[config.mk]
export PLATFORM = sky130hd
export DESIGN_NAME = ysyx_23060187_mem_arbiter
export DESIGN_NICKNAME = d
export VERILOG_FILES = /design/src/rtl/ysyx_23060187_pkg.sv /design/src/rtl/ysyx_23060187_rr_arb2.sv /design/src/rtl/ysyx_23060187_mem_arbiter.sv
export SDC_FILE = /design/constraint.sdc
export NUM_CORES = 1
export LEC_CHECK = 0
export ABC_AREA = 1
export CORE_MARGIN = 2
export CORE_UTILIZATION = 44
export CTS_BUF_LIST = sky130_fd_sc_hd__clkbuf_8
export CTS_CLUSTER_SIZE = 24
export DETAILED_ROUTE_END_ITERATION = 16
export PLACE_DENSITY_LB_ADDON = 0.12
export SLEW_MARGIN = 25
export SYNTH_ARGS = -nofsm -noshare
export SYNTH_HDL_FRONTEND = slang
export SYNTH_HIERARCHICAL = 1
export SYNTH_SLANG_ARGS = --single-unit
[constraint.sdc]
create_clock -name clk -period 2.6 [get_ports clk]
set_input_delay 0.52 -clock clk [delete_from_list [all_inputs] [get_ports clk]]
set_output_delay 0.52 -clock clk [all_outputs]
set_load 0.01 [all_outputs]
[src/rtl/ysyx_23060187_pkg.sv]
// Shared types for the IFU/LSU memory arbiter: FSM states, owner ids,
// the latched request bundle and the default response timeout.
package ysyx_23060187_pkg;

    typedef enum logic [1:0] {
        ST_IDLE = 2'd0,
        ST_REQ  = 2'd1,
        ST_WAIT = 2'd2,
        ST_RESP = 2'd3
    } state_e;

    typedef enum logic {
        OWN_IFU = 1'b0,
        OWN_LSU = 1'b1
    } owner_e;

    localparam int unsigned TIMEOUT_DEF = 255;

    typedef struct packed {
        logic [31:0] addr;
        logic [31:0] wdata;
        logic [3:0]  wmask;
        logic        wen;
    } mem_req_t;

endpackage

[src/rtl/ysyx_23060187_rr_arb2.sv]
// Two-way round-robin picker; index 0 is the IFU, index 1 the LSU.
// The last-grant register resets to IFU so the LSU wins the first tie.
module ysyx_23060187_rr_arb2
    import ysyx_23060187_pkg::*;
(
    input  logic       clk,
    input  logic       rst,
    input  logic       en_i,
    input  logic [1:0] req_i,
    output logic [1:0] gnt_o
);

    owner_e last_q, last_d;

    always_comb begin
        gnt_o  = 2'b00;
        last_d = last_q;
        if (en_i) begin
            if (req_i[1] && (!req_i[0] || last_q == OWN_IFU)) begin
                gnt_o = 2'b10;
            end else if (req_i[0]) begin
                gnt_o = 2'b01;
            end
        end
        if (gnt_o[1]) begin
            last_d = OWN_LSU;
        end else if (gnt_o[0]) begin
            last_d = OWN_IFU;
        end
    end

    always_ff @(posedge clk or negedge rst) begin
        if (!rst) begin
            last_q <= OWN_IFU;
        end else begin
            last_q <= last_d;
        end
    end

endmodule

[src/rtl/ysyx_23060187_mem_arbiter.sv]
// Arbitrates IFU fetches and LSU loads/stores onto a single memory port,
// one outstanding transaction at a time, with a response timeout.
module ysyx_23060187_mem_arbiter
    import ysyx_23060187_pkg::*;
#(
    parameter int unsigned TIMEOUT = TIMEOUT_DEF
) (
    input  logic        clk,
    input  logic        rst,
    input  logic        ifu_valid,
    output logic        ifu_ready,
    input  logic [31:0] ifu_addr,
    output logic        ifu_rvalid,
    output logic [31:0] ifu_rdata,
    output logic        ifu_err,
    input  logic        lsu_valid,
    output logic        lsu_ready,
    input  logic [31:0] lsu_addr,
    input  logic [31:0] lsu_wdata,
    input  logic        lsu_wen,
    input  logic [3:0]  lsu_wmask,
    output logic        lsu_rvalid,
    output logic [31:0] lsu_rdata,
    output logic        lsu_err,
    output logic        mem_valid,
    input  logic        mem_ready,
    output logic [31:0] mem_addr,
    output logic [31:0] mem_wdata,
    output logic        mem_wen,
    output logic [3:0]  mem_wmask,
    input  logic        mem_rvalid,
    input  logic [31:0] mem_rdata
);

    localparam logic [7:0] TO_LAST = 8'(TIMEOUT);

    state_e      state_q, state_d;
    owner_e      owner_q, owner_d;
    mem_req_t    req_q, req_d;
    logic [7:0]  cnt_q, cnt_d;
    logic [31:0] ifu_rdata_q, ifu_rdata_d;
    logic [31:0] lsu_rdata_q, lsu_rdata_d;
    logic        ifu_err_q, ifu_err_d;
    logic        lsu_err_q, lsu_err_d;
    logic [1:0]  gnt;
    logic [31:0] resp_data;
    logic        resp_err;
    logic        resp_done;

    ysyx_23060187_rr_arb2 u_arb (
        .clk   (clk),
        .rst   (rst),
        .en_i  (state_q == ST_IDLE),
        .req_i ({lsu_valid, ifu_valid}),
        .gnt_o (gnt)
    );

    assign ifu_ready = gnt[0];
    assign lsu_ready = gnt[1];

    // A response in the final wait cycle still beats the timeout.
    always_comb begin
        resp_done = 1'b0;
        resp_data = '0;
        resp_err  = 1'b0;
        if (mem_rvalid) begin
            resp_done = 1'b1;
            resp_data = mem_rdata;
        end else if (cnt_q + 8'd1 == TO_LAST) begin
            resp_done = 1'b1;
            resp_err  = 1'b1;
        end
    end

    always_comb begin
        state_d     = state_q;
        owner_d     = owner_q;
        req_d       = req_q;
        cnt_d       = cnt_q;
        ifu_rdata_d = ifu_rdata_q;
        lsu_rdata_d = lsu_rdata_q;
        ifu_err_d   = ifu_err_q;
        lsu_err_d   = lsu_err_q;
        unique case (state_q)
            ST_IDLE: begin
                if (gnt[1]) begin
                    state_d     = ST_REQ;
                    owner_d     = OWN_LSU;
                    req_d.addr  = lsu_addr;
                    req_d.wdata = lsu_wdata;
                    req_d.wmask = lsu_wmask;
                    req_d.wen   = lsu_wen;
                end else if (gnt[0]) begin
                    state_d     = ST_REQ;
                    owner_d     = OWN_IFU;
                    req_d.addr  = ifu_addr;
                    req_d.wdata = '0;
                    req_d.wmask = '0;
                    req_d.wen   = 1'b0;
                end
            end
            ST_REQ: begin
                if (mem_ready) begin
                    state_d = ST_WAIT;
                    cnt_d   = '0;
                end
            end
            ST_WAIT: begin
                cnt_d = cnt_q + 8'd1;
                if (resp_done) begin
                    state_d = ST_RESP;
                    if (owner_q == OWN_LSU) begin
                        lsu_rdata_d = resp_data;
                        lsu_err_d   = resp_err;
                    end else begin
                        ifu_rdata_d = resp_data;
                        ifu_err_d   = resp_err;
                    end
                end
            end
            ST_RESP: begin
                state_d = ST_IDLE;
            end
            default: begin
                state_d = ST_IDLE;
            end
        endcase
    end

    always_ff @(posedge clk or negedge rst) begin
        if (!rst) begin
            state_q     <= ST_IDLE;
            owner_q     <= OWN_IFU;
            req_q       <= '0;
            cnt_q       <= '0;
            ifu_rdata_q <= '0;
            lsu_rdata_q <= '0;
            ifu_err_q   <= 1'b0;
            lsu_err_q   <= 1'b0;
        end else begin
            state_q     <= state_d;
            owner_q     <= owner_d;
            req_q       <= req_d;
            cnt_q       <= cnt_d;
            ifu_rdata_q <= ifu_rdata_d;
            lsu_rdata_q <= lsu_rdata_d;
            ifu_err_q   <= ifu_err_d;
            lsu_err_q   <= lsu_err_d;
        end
    end

    assign mem_valid  = (state_q == ST_REQ);
    assign mem_addr   = req_q.addr;
    assign mem_wdata  = req_q.wdata;
    assign mem_wmask  = req_q.wmask;
    assign mem_wen    = req_q.wen;

    assign ifu_rvalid = (state_q == ST_RESP) && (owner_q == OWN_IFU);
    assign lsu_rvalid = (state_q == ST_RESP) && (owner_q == OWN_LSU);
    assign ifu_rdata  = ifu_rdata_q;
    assign lsu_rdata  = lsu_rdata_q;
    assign ifu_err    = ifu_err_q;
    assign lsu_err    = lsu_err_q;

endmodule
Word-level counts from Yosys, hierarchy flattened. Cells that the tools add are included. Widths: inputs -> output; s select.

Register bits: 147. Memories: 0. Word-level logic and storage cells: 53. Memory bits (writable): 0. Bits in latches: 0. Input bits: 139. Output and inout port bits: 140. Memory bits (read-only): 0.

Muxes and demuxes: 18. $lt $le $gt $ge: 0. Equal/unequal tests: 7. Shift operators: 0. Reductions and logical operators: 13. Bitwise gates (word level): 2. Add/sub/neg operators: 1. Divide/modulo/power cells: 0. $mul: 0.

Operators with widths (count): $mux 69 (2); $mux 32 (1); $pmux 8 s2 (1); $mux 2 (6); $reduce_and 3->1 (3); $add 8x1->8 const B (1); $eq 8x8->1 const B (1); $mux 8 (1); $pmux 2 s4 (1); $mux 1 (6); $eq 2x2->1 const B (2); $reduce_and 2->1 (2); $reduce_bool 2->1 (2); $logic_and 1x1->1 (3); $ne 3x3->1 const B (1); $eq 2x1->1 const B (1); $logic_not 2->1 (1); $ne 2x1->1 const B (1); $ne 2x2->1 const B (1); $not 1->1 (2); $logic_not 1->1 (1); $logic_or 1x1->1 (1).

Longest topological paths before layout. Gate-level depths: netlist (run 1).

Depth after elaboration: 8. Depth in mapped cells: 14. Gate-level depth less buffers: 13.

Cells and area by module. Netlist (run 1), hierarchy kept.

By module, submodules not included: ysyx_23060187_mem_arbiter (area each 6396.1 sq um, times used 1, seq. area each 3653.5 sq um, cells each 729); ysyx_23060187_rr_arb2 (area each 61.3 sq um, times used 1, seq. area each 25.0 sq um, cells each 9).

Worst setup path before layout (run 1). Ideal clock, no wire load.

Kind: flip-flop to flip-flop. From: reg state_q[0]. To: reg req_q (netlist bit mem_wdata[10]). Setup time: 0.130 ns. Slack: 0.620 ns. Cell stages (with the launch flop): 12. Arrival: 1.850 ns. Data required time: 2.470 ns. Buffers on the path: 4. Period minus slack after synthesis: 1.980 ns. Cells stage by stage: dfrtp_1 -> inv_1 -> ha_1 -> nand3_1 -> inv_1 -> buf_4 -> buf_2 -> inv_2 -> a21oi_1 -> buf_2 -> clkbuf_1 -> o21ai_0.

Word-level cells in the longest chain between the ends: 4. Elaborated cells on any way between the ends: 5. Those cells by class: mux (2); reduce/logical (3).

RTL lines: start, declared (line ysyx_23060187_mem_arbiter.sv:37) `state_e state_q, state_d;`; start signal, assigned (line ysyx_23060187_mem_arbiter.sv:141) `state_q <= state_d;`; $logic_not 2->1 * (line ysyx_23060187_mem_arbiter.sv:53) `.en_i (state_q == ST_IDLE),`; $mux 2 * (line ysyx_23060187_rr_arb2.sv:18) `if (en_i) begin`; named net lsu_ready (line ysyx_23060187_mem_arbiter.sv:17) `output logic lsu_ready,`; $reduce_bool 2->1 (no source line); $reduce_and 2->1 (no source line); end signal, assigned (line ysyx_23060187_mem_arbiter.sv:143) `req_q <= req_d;`; end, declared (line ysyx_23060187_mem_arbiter.sv:39) `mem_req_t req_q, req_d;`.

The timed path passes the listed nets; every way through them passes the cells marked *. A chain may end at the register's enable or synchronous reset.

Final worst setup path (run 1).
From: reg state_q[0]. To: out lsu_ready.

Word-level cells in the longest chain between the ends: 2.

RTL lines (line): $logic_not 2->1 (ysyx_23060187_mem_arbiter.sv:53); $mux 2 (ysyx_23060187_rr_arb2.sv:18); end, declared (ysyx_23060187_mem_arbiter.sv:17).

Every way passes these cells.

==> results.json, run 1 <==
{
  "htreeDepth": 4,
  "detail-route-antenna-nets": 0,
  "core_um2": 14400,
  "io_buffers": 278,
  "clockBufferDepth": 2,
  "worstReg2RegStart": "cnt_q[1]",
  "rr_worst_depth": 13,
  "endpoint_kind": "output port",
  "setup_viol": 0,
  "syn-num-nets": 883,
  "placementRows": 44,
  "syn2layout_area_growth_pct": 50.3,
  "ys_async_sr_fraction": 1.00,
  "grt_pass1_wl_um": 31300,
  "clock_skew_ns": 0.0106,
  "cts_setup_buffers": 0,
  "synth.largest_area_cell": "dfrtp_1",
  "status": "complete, no violations",
  "grt_busiest_layer": "met2",
  "yosysWarnings": 6,
  "ys.flop_type": "dfrtp_1",
  "rsz0062_at_grt": "no",
  "grtUsageTotal": 0.250,
  "die_x_um": 125,
  "totalWireLength_um": 19000,
  "cts_tree": "yes",
  "p_leak_uw": 0.00443,
  "synth_most_common_cell": "nand2_1",
  "synth_top_family_by_area": "simple AND/OR/NAND/NOR gates",
  "synth-adder-area-share": 0.0116,
  "hold_path_class": "in -> async",
  "ys_types": 22,
  "grt.met1_usage": 0.312,
  "routed_via_density": 5.03,
  "crit_type": "reg -> out",
  "drv_cap": 0,
  "slew_viol_final": 0,
  "diodes": 0,
  "cts_buffers": 17,
  "grtUsageMet3": 0.0864,
  "ir_drop_v": 0.000567,
  "synth_compound_area_frac": 0.0717,
  "grt_pass1_vias": 5991,
  "drtPass1Iterations": 5,
  "placedCellCount": 1162,
  "grt_max_degree": 71,
  "post_drt_wl_per_cell_um": 15.9,
  "dieArea_um2": 15700,
  "dp_hpwl_um": 13500,
  "synth_edf_count": 0,
  "power_uw": 10700,
  "syn_avg_cell_area_um2": 8.75,
  "hold_violations": 0,
  "worstSetupStartpointType": "flip-flop",
  "slew_headroom": 0.550,
  "ctsRootBufferMaster": "clkbuf_8",
  "setup_tns_ns": 0,
  "cp_max_fo": 4,
  "ios": 279,
  "yosysSeqAreaShare": 0.570,
  "cp.required_ns": 2.08,
  "finalCritPeriodShare": 0.947,
  "syn_area_um2": 6460,
  "drtIter0Drc": 401,
  "use_met2": 0.405,
  "holdWs_ns": 0.0820,
  "grt_overflow": 0,
  "ys_top_cells_by_count": "nand2_1, dfrtp_1, nand4_1, inv_1, nand3_1",
  "placed_cell_area_um2": 9380,
  "drive_gt1_frac": 0.0635,
  "antenna_found_initial": 0,
  "arrival_ns": 1.94,
  "netlist_instances": 738,
  "power_density_nw_per_um2": 1100,
  "fin_area_um2": 9710,
  "cts_sinks": 147,
  "nets": 1142,
  "start_util": 0.448,
  "num_vias": 6001,
  "rrSetupSlack_ns": 0.42,
  "crit_start": "state_q[0]",
  "synth_area_leaders": "dfrtp_1, nand2_1, nand4_1",
  "worst_pin_slew_ns": 0.675,
  "clkTransAtPathRegs_ns": 0.07,
  "yosys.area_share.simple": 0.268,
  "clock.fmax_mhz": 406,
  "synth_top_area_share": 0.570,
  "insertion_delay_ns": 0.44,
  "synth.mux.area_fraction": 0,
  "finalCriticalPeriod_ns": 2.46,
  "fin_cells": 1192,
  "synth-seq-cells": 147,
  "drc_errors": 0,
  "synth_xor_area_frac": 0.00136,
  "die_h_um": 125,
  "gp_congestion": 0.824
}
per-layer routing:
| metal | vias up | routed length [µm] |
|---|---|---|
| li1 | 2947 | - |
| met4 | 0 | 521 |
| met5 | - | 0 |
| met1 | 2791 | 7790 |
| met3 | 32 | 1610 |
| met2 | 231 | 9030 |
where the power goes:
part,leakage (µW),internal [µW],switching (µW)
clock,0.000194,742,810
combinational,0.00241,2580,2650
sequential,0.00183,3310,588
layout make-up:
class	count	area, µm²
fillers	1226	4720
flip-flops and latches	147	3680
repair buffers	295	2950
multi-input cells	473	2290
clock buffers	18	248
inverters	63	236
well taps	184	230
clock inverters	12	78.8
cell usage in the layout, fill, tap and decap left out, types with 6 or more instances in the layout:
| master | netlist | final |
|---|---|---|
| o21ai_0 | 42 | 42 |
| nand3_1 | 47 | 47 |
| nand2_2 | 12 | 12 |
| a31oi_1 | 33 | 33 |
| clkbuf_8 | 0 | 18 |
| nand2_1 | 215 | 215 |
| clkinv_2 | 0 | 6 |
| clkdlybuf4s50_1 | 0 | 275 |
| dfrtp_1 | 147 | 147 |
| nand4_1 | 66 | 66 |
| inv_1 | 61 | 65 |
| nor2_1 | 39 | 39 |
| buf_4 | 1 | 14 |
worst max-delay path: stages (launching register included):
cell and delay [ns]:
dfrtp_1 0.42, inv_1 0.10, ha_1 0.22, nand3_1 0.14, inv_2 0.10, clkdlybuf4s50_1 0.53
registers in the layout, indices dropped and copies added, names as in the netlist:
name,count
lsu_rdata,32
mem_wen,1
lsu_err,1
mem_wdata,32
ifu_rdata,32
ifu_err,1
state_q,2
u_arb/last_q,1
mem_addr,32
cnt_q,8
mem_wmask,4
owner_q,1
per-stage QoR:
step	utilization	setup slack (ns)
after floorplan	-	0.620
after global placement	0.650	0.300
after detailed placement	0.650	0.264
after CTS	0.673	0.0381
after global routing	0.673	0.0105
final	0.673	0.139
final timing paths:
path                                 endpoint
worst max-delay path                lsu_ready
worst min register to register  ifu_rdata[19]
worst max register to register  lsu_rdata[29]
worst min-delay path             lsu_rdata[4]
max in group asynchronous       mem_wdata[24]
min in group clk                      ifu_err
logic make-up after synthesis:
| group | Yosys count |
|---|---|
| buf+inv | 118 |
| flops | 147 |
| simple gates | 383 |
| xor+xnor | 1 |
| fa+ha+maj | 6 |
| compound gates | 83 |
what timing repair did:
item                                    4_1_cts  5_1_grt
hold buffers                                  0        0
gates resized for setup                       0        1
endpoints found under the setup margin        0        1
(Power assumes the default switching activity.)
==> run 2, diff against run 1 <==
- REMOVE_ABC_BUFFERS: not set -> 1
- SETUP_SLACK_MARGIN: not set -> 0.3
==> results.json, run 2 (synthesized netlist as in run 1, its figures left out) <==
{
  "status": "complete, no violations",
  "drive_gt1_frac": 0.0694,
  "cts_buffers": 17,
  "cts_sinks": 147,
  "worstSetupStartpointType": "flip-flop",
  "post_drt_wl_per_cell_um": 16.2,
  "arrival_ns": 1.71,
  "placed_cell_area_um2": 9330,
  "crit_slowest_cell": "clkdlybuf4s50_1",
  "finalCriticalPeriod_ns": 2.23,
  "die_h_um": 125,
  "grt_busiest_layer": "met2",
  "grt_max_degree": 95,
  "worst_pin_slew_ns": 0.652,
  "postLayoutCoreUtil": 0.676,
  "io_buffers": 278,
  "drc_errors": 0,
  "clkTransAtPathRegs_ns": 0.07,
  "die_x_um": 125,
  "layout_commonest_cell": "clkdlybuf4s50_1",
  "power_uw": 10900,
  "drtPass1Iterations": 4,
  "p_leak_uw": 0.00444,
  "nFillCells": 1192,
  "placementRows": 44,
  "grtUsageMet3": 0.0911,
  "insertion_delay_ns": 0.45,
  "clock_skew_ns": 0.00850,
  "slew_headroom": 0.566,
  "hold_violations": 0,
  "grt_overflow": 0,
  "endpoint_kind": "output port",
  "grtUsageTotal": 0.253,
  "antenna_found_initial": 0,
  "dp_hpwl_um": 13300,
  "routed_via_density": 5.09,
  "clock.fmax_mhz": 449,
  "setup_slack_ns": 0.372,
  "setup_viol": 0,
  "gp_congestion": 0.820,
  "syn2layout_area_growth_pct": 51.0,
  "rsz0062_at_grt": "yes",
  "layout_common_cells": "clkdlybuf4s50_1, nand2_1, dfrtp_1",
  "ios": 279,
  "ir_drop_v": 0.000485,
  "use_met2": 0.396,
  "power_density_nw_per_um2": 1120,
  "totalWireLength_um": 19300,
  "finalCritPeriodShare": 0.857,
  "crit_start": "state_q[0]",
  "fin_area_um2": 9750,
  "grt.met1_usage": 0.328,
  "path_cells": "ha_1, nand2_1, inv_1, clkdlybuf4s50_1",
  "grt_pass1_vias": 5946,
  "cts_tree": "yes",
  "dieArea_um2": 15700,
  "worstReg2RegStart": "cnt_q[1]",
  "crit_type": "reg -> out",
  "hold_path_class": "in -> reg",
  "detail-route-antenna-nets": 0,
  "start_util": 0.448,
  "clockBufferDepth": 2,
  "slew_viol_final": 0,
  "max_stage_delay_ns": 0.54,
  "grt_pass1_wl_um": 31500,
  "ctsRootBufferMaster": "clkbuf_8",
  "htreeDepth": 4,
  "place_ws_ns": 0.246,
  "holdWs_ns": 0.411,
  "cp_max_fo": 4,
  "drtIter0Drc": 398,
  "drv_cap": 0,
  "diodes": 0,
  "num_vias": 6072,
  "hp-start": "mem_rvalid",
  "cp.required_ns": 2.08,
  "nets": 1141,
  "core_um2": 14400
}
[run 2: metrics by stage]
stage,TNS [ns],cells
6_report,0,1193
3_3_place_gp,0,1157
3_5_place_dp,0,1157
5_1_grt,0,1193
2_1_floorplan,-302.58,683
4_1_cts,0,1192
[run 2: area by class of cell]
type                    instances  area [µm²]  share of cell area
clock buffers                  21         289              0.0296
repair buffers                294        2930               0.300
inverters                      63         236              0.0243
clock inverters                11        86.3             0.00885
well taps                     184         230              0.0236
multi-input cells             473        2300               0.236
flip-flops and latches        147        3680               0.377
[run 2: where the power goes]
| group | total, µW | switching, µW | leakage (µW) | internal (µW) |
|---|---|---|---|---|
| Combinational | 5270 | 2690 | 0.00241 | 2580 |
| Sequential | 3900 | 590 | 0.00183 | 3310 |
| Clock | 1700 | 856 | 0.000200 | 844 |
[run 2: timing repair]
action                     4_1_cts  5_1_grt
hold buffers                     1        0
buffers inserted                 2        1
setup endpoints to repair        3      102
hold endpoints to repair        44        0
resized for setup                4        6
[run 2: worst paths after layout]
path / endpoint / slack (ns) / cells past startpoint
worst max-delay path: lsu_rvalid / 0.37 / 4
worst min-delay path: ifu_rdata[7] / 0.41 / 3
worst max register to register: lsu_rdata[22] / 0.39 / 13
worst min register to register: ifu_rdata[17] / 0.47 / 2
max in group asynchronous: mem_wdata[1] / 1.27 / 3
min in group asynchronous: lsu_rdata[23] / 0.56 / 2
[run 2: worst max-delay path: cells and delay by family (launching register included)]
family,cells,cell delay [ns]
fa+ha+maj,1,0.20
buf+inv,2,0.59
flops,1,0.41
simple gates,1,0.07
[run 2: metal layers]
metal | share of wire | wire [µm]
met1 | 0.42 | 8110
met5 | 0 | 0
met4 | 0.023 | 451
met3 | 0.088 | 1700
met2 | 0.47 | 9050
